### src/rtl/pipeline_hazard_ctrl.sv
// Pipeline hazard sequencer: load-use stalls, branch flush, dcache-wait freeze.
// Optional perf counters enabled by defining HAZARD_PERF_EN.
module pipeline_hazard_ctrl #(
    parameter int unsigned LOAD_STALL_CYCLES = 1,
    parameter int unsigned MEM_TIMEOUT       = 255
) (
    input  logic        clk_i,
    input  logic        rst_i,
    input  logic        IDEX_MemRead_i,
    input  logic [4:0]  IDEX_RegisterRT_i,
    input  logic [4:0]  IFID_RegisterRS_i,
    input  logic [4:0]  IFID_RegisterRT_i,
    input  logic        Branch_taken_i,
    input  logic        dcache_req_i,
    input  logic        dcache_ack_i,
    output logic        PCWrite_o,
    output logic        IFIDWrite_o,
    output logic        IFIDFlush_o,
    output logic        IDEXWrite_o,
    output logic        IDEXBubble_o,
    output logic        EXMEMWrite_o,
    output logic        MEMWBBubble_o,
    output logic        mem_err_o,
    output logic [31:0] stall_cnt_o,
    output logic [31:0] flush_cnt_o,
    output logic [31:0] memwait_cnt_o
);

    typedef enum logic [1:0] {ST_RUN, ST_LU_STALL, ST_MEM_WAIT} state_e;

    localparam logic [3:0]  LSC_LAST = 4'(LOAD_STALL_CYCLES - 1);
    localparam logic [15:0] TMO_MAX  = 16'(MEM_TIMEOUT);

    state_e      state_q, state_d;
    logic [3:0]  cnt_q, cnt_d;
    logic [15:0] tmo_q, tmo_d;
    logic [15:0] tmo_inc;
    logic        err_q, err_d;
    logic        lu, miss;
    logic        freeze, lu_stall, flush;

    always_comb begin
        lu = IDEX_MemRead_i && (IDEX_RegisterRT_i != 5'd0) &&
             ((IDEX_RegisterRT_i == IFID_RegisterRS_i) ||
              (IDEX_RegisterRT_i == IFID_RegisterRT_i));
        miss     = dcache_req_i && !dcache_ack_i;
        state_d  = state_q;
        cnt_d    = cnt_q;
        tmo_d    = tmo_q;
        err_d    = err_q;
        freeze   = 1'b0;
        lu_stall = 1'b0;
        flush    = 1'b0;
        tmo_inc  = (tmo_q == 16'hFFFF) ? tmo_q : tmo_q + 16'd1;

        if (state_q == ST_MEM_WAIT && !dcache_ack_i) begin
            freeze = 1'b1;
            tmo_d  = tmo_inc;
            if (tmo_inc >= TMO_MAX) begin
                err_d   = 1'b1;
                state_d = ST_RUN;
            end
        end else if (state_q == ST_LU_STALL) begin
            if (miss) begin
                freeze  = 1'b1;
                state_d = ST_MEM_WAIT;
                tmo_d   = 16'd1;
                cnt_d   = '0;
            end else begin
                lu_stall = 1'b1;
                if (cnt_q == LSC_LAST) begin
                    state_d = ST_RUN;
                    cnt_d   = '0;
                end else begin
                    cnt_d = cnt_q + 4'd1;
                end
            end
        end else begin
            // RUN, or the MEM_WAIT cycle where the ack arrives (evaluated as RUN)
            state_d = ST_RUN;
            if (miss) begin
                freeze  = 1'b1;
                state_d = ST_MEM_WAIT;
                tmo_d   = 16'd1;
            end else if (lu) begin
                lu_stall = 1'b1;
                if (LOAD_STALL_CYCLES > 1) begin
                    state_d = ST_LU_STALL;
                    cnt_d   = 4'd1;
                end
            end else if (Branch_taken_i) begin
                flush = 1'b1;
            end
        end
    end

    always_ff @(posedge clk_i or posedge rst_i) begin
        if (rst_i) begin
            state_q <= ST_RUN;
            cnt_q   <= '0;
            tmo_q   <= '0;
            err_q   <= 1'b0;
        end else begin
            state_q <= state_d;
            cnt_q   <= cnt_d;
            tmo_q   <= tmo_d;
            err_q   <= err_d;
        end
    end

    always_comb begin
        if (rst_i) begin
            PCWrite_o     = 1'b0;
            IFIDWrite_o   = 1'b0;
            IFIDFlush_o   = 1'b1;
            IDEXWrite_o   = 1'b0;
            IDEXBubble_o  = 1'b1;
            EXMEMWrite_o  = 1'b0;
            MEMWBBubble_o = 1'b1;
        end else begin
            PCWrite_o     = !(freeze || lu_stall);
            IFIDWrite_o   = !(freeze || lu_stall);
            IFIDFlush_o   = flush;
            IDEXWrite_o   = !freeze;
            IDEXBubble_o  = lu_stall;
            EXMEMWrite_o  = !freeze;
            MEMWBBubble_o = freeze;
        end
    end

    assign mem_err_o = err_q;

`ifdef HAZARD_PERF_EN
    logic [31:0] stall_cnt_q, flush_cnt_q, memwait_cnt_q;

    always_ff @(posedge clk_i or posedge rst_i) begin
        if (rst_i) begin
            stall_cnt_q   <= '0;
            flush_cnt_q   <= '0;
            memwait_cnt_q <= '0;
        end else begin
            if (lu_stall) stall_cnt_q   <= stall_cnt_q + 32'd1;
            if (flush)    flush_cnt_q   <= flush_cnt_q + 32'd1;
            if (freeze)   memwait_cnt_q <= memwait_cnt_q + 32'd1;
        end
    end

    assign stall_cnt_o   = stall_cnt_q;
    assign flush_cnt_o   = flush_cnt_q;
    assign memwait_cnt_o = memwait_cnt_q;
`else
    assign stall_cnt_o   = '0;
    assign flush_cnt_o   = '0;
    assign memwait_cnt_o = '0;
`endif

endmodule
### config.mk
export PLATFORM = sky130hd
export DESIGN_NAME = pipeline_hazard_ctrl
export DESIGN_NICKNAME = d
export VERILOG_FILES = /design/src/rtl/pipeline_hazard_ctrl.sv
export SDC_FILE = /design/constraint.sdc
export NUM_CORES = 1
export LEC_CHECK = 0
export BUFFER_PORTS_ARGS = -buffer_cell sky130_fd_sc_hd__buf_4
export CAP_MARGIN = 20
export CORE_ASPECT_RATIO = 1.2
export CORE_MARGIN = 5
export CORE_UTILIZATION = 45
export CTS_BUF_LIST = sky130_fd_sc_hd__clkbuf_8
export CTS_CLUSTER_SIZE = 25
export DETAILED_ROUTE_END_ITERATION = 7
export PLACE_DENSITY = 0.83
export REMOVE_ABC_BUFFERS = 1
export SYNTH_ARGS = -nofsm -noshare
export SYNTH_HDL_FRONTEND = slang
export SYNTH_SLANG_ARGS = --single-unit
### constraint.sdc
create_clock -name clk_i -period 2.26 [get_ports clk_i]
set_input_delay 0.113 -clock clk_i [delete_from_list [all_inputs] [get_ports clk_i]]
set_output_delay 0.113 -clock clk_i [all_outputs]
set_load 0.03 [all_outputs]
==> metrics <==
clock insertion delay at the later pin of the skew report 250 ps; Final Max Slew Viols 0; CTS tree done; Comb pwr share 41.9%; Max Clock Skew 4.567 ps; # setup viols final 0; first-pass GRT wire length 5.913 mm; share of cells above drive strength 1 15.52%; CORE AREA 4527 um^2; worst setup path end tmo_q[7]$_DFFE_PP0P_; WL per Instance 11.81 um; WP data required 2410 ps; max-cap viol count 0; initial core utilization 45.61%; Hold Crit Class input port to register; DRC viols 0; IO Port Bufs 28; pwr dens 527.6 nW/um^2; Final nets 301; Avg Cell Area, Syn 8.128 um^2; CP peak stage delay 690 ps; YS warnings 0; commonest non-fill, non-tap cell in the layout conb_1; fin crit period 2037 ps; global route total overflow 0; DP HPWL 3.161 mm; sequential cell area fraction in the yosys report 21.82%; Worst Path Max Fanout 19; reg-to-reg startpoint tmo_q[0]$_DFFE_PP0P_; Syn-to-layout area delta -3.272%; CTS max path bufs 2; Die Ht 84.20 um; TritonRoute pass-1 iters 4; status finished, final reports clean; Switching Fraction 45.73%; Crit. End Element register; CTS Sinks 18; Starting DRT DRC Count 50; Startpoint Class register; ys flop type dfrtp_1; R2R Path End tmo_q[7]$_DFFE_PP0P_; H-tree Lvls 1; all-layer global routing usage 11.94%; placed instance count 331; die area 6048 um^2; vias in the first global route 1361; Yosys cell types 46; ant diodes 0; clk root buf clkbuf_8; P_int 0.5718 mW; r2r setup slk 220 ps; R2R depth 6; worst path cell trace ha_1 > nand4_4 > or4_4 > a41oi_1 > o21ai_0 > o31ai_1; delay-heaviest family, CP simple AND/OR/NAND/NOR gates; Post-synth EDFFs 0; async set-reset flop share out of synthesis 100.0%; slowest stage cell, crit path or4_4; #FFs+latches synth 18; peak supply drop 0.0002837 V; drt total wl 3.955 mm; non-filler cells, final 335; CP arrival 2180 ps; fin crit share 90.12%; Mapped Area 2064 um^2; Hold Fails Final Rpt 0; DR vias/cell 4.770; crit path kind register to register; ANT nets after route 0; WP buf/inv 0; clk slew on worst S/H paths 70 ps; # rows 27; Rel. slew slack 55.63%; GP Congestion 0.8664; Worst-Margin Slew 665.6 ps; Ports 125; Crit path depth 6; Syn Inst Count 254; die width 71.83 um; Seq pwr share 36.9%; start point of the critical path tmo_q[0]$_DFFE_PP0P_; TNS Setup 0 ps; Leak 1.011 nW; initial antenna violation count 0; Sw Pwr 0.4819 mW; largest net degree at the start of global routing 21; commonest non-fill, non-tap cells in the layout 96 x conb_1, 33 x buf_4, 18 x dfrtp_1, 11 x o21ai_0, 11 x nand2_1; unrepaired setup endpoints after global routing false; Max Clk Rate 491.0 MHz; Fillers 458; Vias 1598; clock share of power 21.2%; Num CTS Buffers 3
-- stage by stage --
step                      hold slack [ps]  util (%)  total power, mW  worst slack, ps  instance area [um^2]
after floorplan                     65.66         -           0.7328            274.2                  1625
after detailed placement            169.0     42.98           0.8258            258.4                  1946
final                               220.4     44.11            1.054            223.3                  1997
after global placement              164.2     42.98           0.8191            321.3                  1946
after global routing                246.7     44.11            1.116            44.76                  1997
after CTS                           210.5     44.11            1.058            226.7                  1997
-- sequential cells by signal, indices dropped and copies added (netlist names) --
signal,flops
tmo_q,16
mem_err_o,1
state_q,1
-- Yosys cell counts, types with 2 or more instances --
| cell type | instances | area share [%] |
|---|---|---|
| buf_4 | 98 | 36 |
| dfrtp_1 | 18 | 22 |
| nand2_1 | 11 | 2.0 |
| o21ai_0 | 11 | 2.7 |
| o21ai_1 | 10 | 2.4 |
| nand3_1 | 9 | 2.2 |
| nor2_1 | 7 | 1.3 |
| xnor2_1 | 7 | 3.0 |
| nand4_1 | 6 | 1.8 |
| xor2_1 | 6 | 2.5 |
| clkbuf_1 | 5 | 0.91 |
| o31ai_1 | 5 | 1.8 |
| a21oi_1 | 4 | 0.97 |
| a31oi_1 | 4 | 1.2 |
| a41oi_1 | 4 | 1.7 |
| nor3_1 | 4 | 0.97 |
| a21o_1 | 3 | 1.1 |
| a21oi_2 | 3 | 1.3 |
| and3_1 | 3 | 0.91 |
| buf_2 | 3 | 0.73 |
| nand2b_1 | 3 | 0.91 |
| a22o_1 | 2 | 0.85 |
| and4_1 | 2 | 0.85 |
| buf_6 | 2 | 1.1 |
| inv_1 | 2 | 0.36 |
| nor4_1 | 2 | 0.61 |
-- worst min-delay path: cells and delay by family --
| family | cells | cell delay (ps) |
|---|---|---|
| compound gates | 1 | 130 |
| buf+inv | 1 | 90 |
| simple gates | 1 | 100 |
-- worst min path at each step --
stage	start	end	slack, ps	cells after the start
6_report	dcache_ack_i	tmo_q[10]$_DFFE_PP0P_	220	3
5_1_grt	dcache_ack_i	tmo_q[10]$_DFFE_PP0P_	250	3
4_1_cts	dcache_ack_i	tmo_q[10]$_DFFE_PP0P_	210	3
3_5_place_dp	rst_i	tmo_q[11]$_DFFE_PP0P_	170	3
3_3_place_gp	rst_i	tmo_q[9]$_DFFE_PP0P_	160	3
2_1_floorplan	rst_i	mem_err_o$_DFFE_PP0P_	70	1
-- power groups by stage --
stage | clock (mW) | combinational (mW) | sequential [mW]
finish | 0.223 | 0.442 | 0.389
CTS | 0.232 | 0.438 | 0.388
global placement | 0 | 0.426 | 0.393
floorplan | 0 | 0.347 | 0.385
global route | 0.247 | 0.474 | 0.394
detailed placement | 0 | 0.431 | 0.395
-- what timing repair did --
item                                   CTS  global route
hold buffers                             1             0
gates resized for setup                  0             0
endpoints found under the hold margin   18             0
setup buffers                            0             0
-- routing by layer --
| layer | vias to the layer above | global-route usage (%) | share of wire, % |
|---|---|---|---|
| met3 | 6 | 2.395 | 11 |
| li1 | 740 | - | - |
| met4 | 0 | 5.641 | 1.7 |
| met1 | 755 | 14.18 | 37 |
| met2 | 97 | 20.32 | 51 |
| met5 | - | 0 | 0 |
-- cells by family (layout without fill, tap and decap cells) --
family	Yosys count	count (layout)	synth area share (%)
xor gates and xnor gates	13	13	5.515
AOI/OAI and AO/OA	54	54	17.33
DFF	18	18	21.82
adders and majority gates	1	1	0.6060
buffers and inverters	111	39	38.91
other	1	96	0.1816
and+or+nand+nor	55	55	15.15
muxes	1	1	0.4849
-- cell type report --
type	instances	area, um^2	share of cell area (%)
Clock buffer	3	41.29	2.068
Timing Repair Buffer	34	257.7	12.91
Tap cell	58	72.57	3.634
Sequential cell	18	450.4	22.56
Inverter	2	7.507	0.3759
Multi-Input combinational cell	220	1167	58.46
No activity file was read; power rests on OpenSTA's default activity.
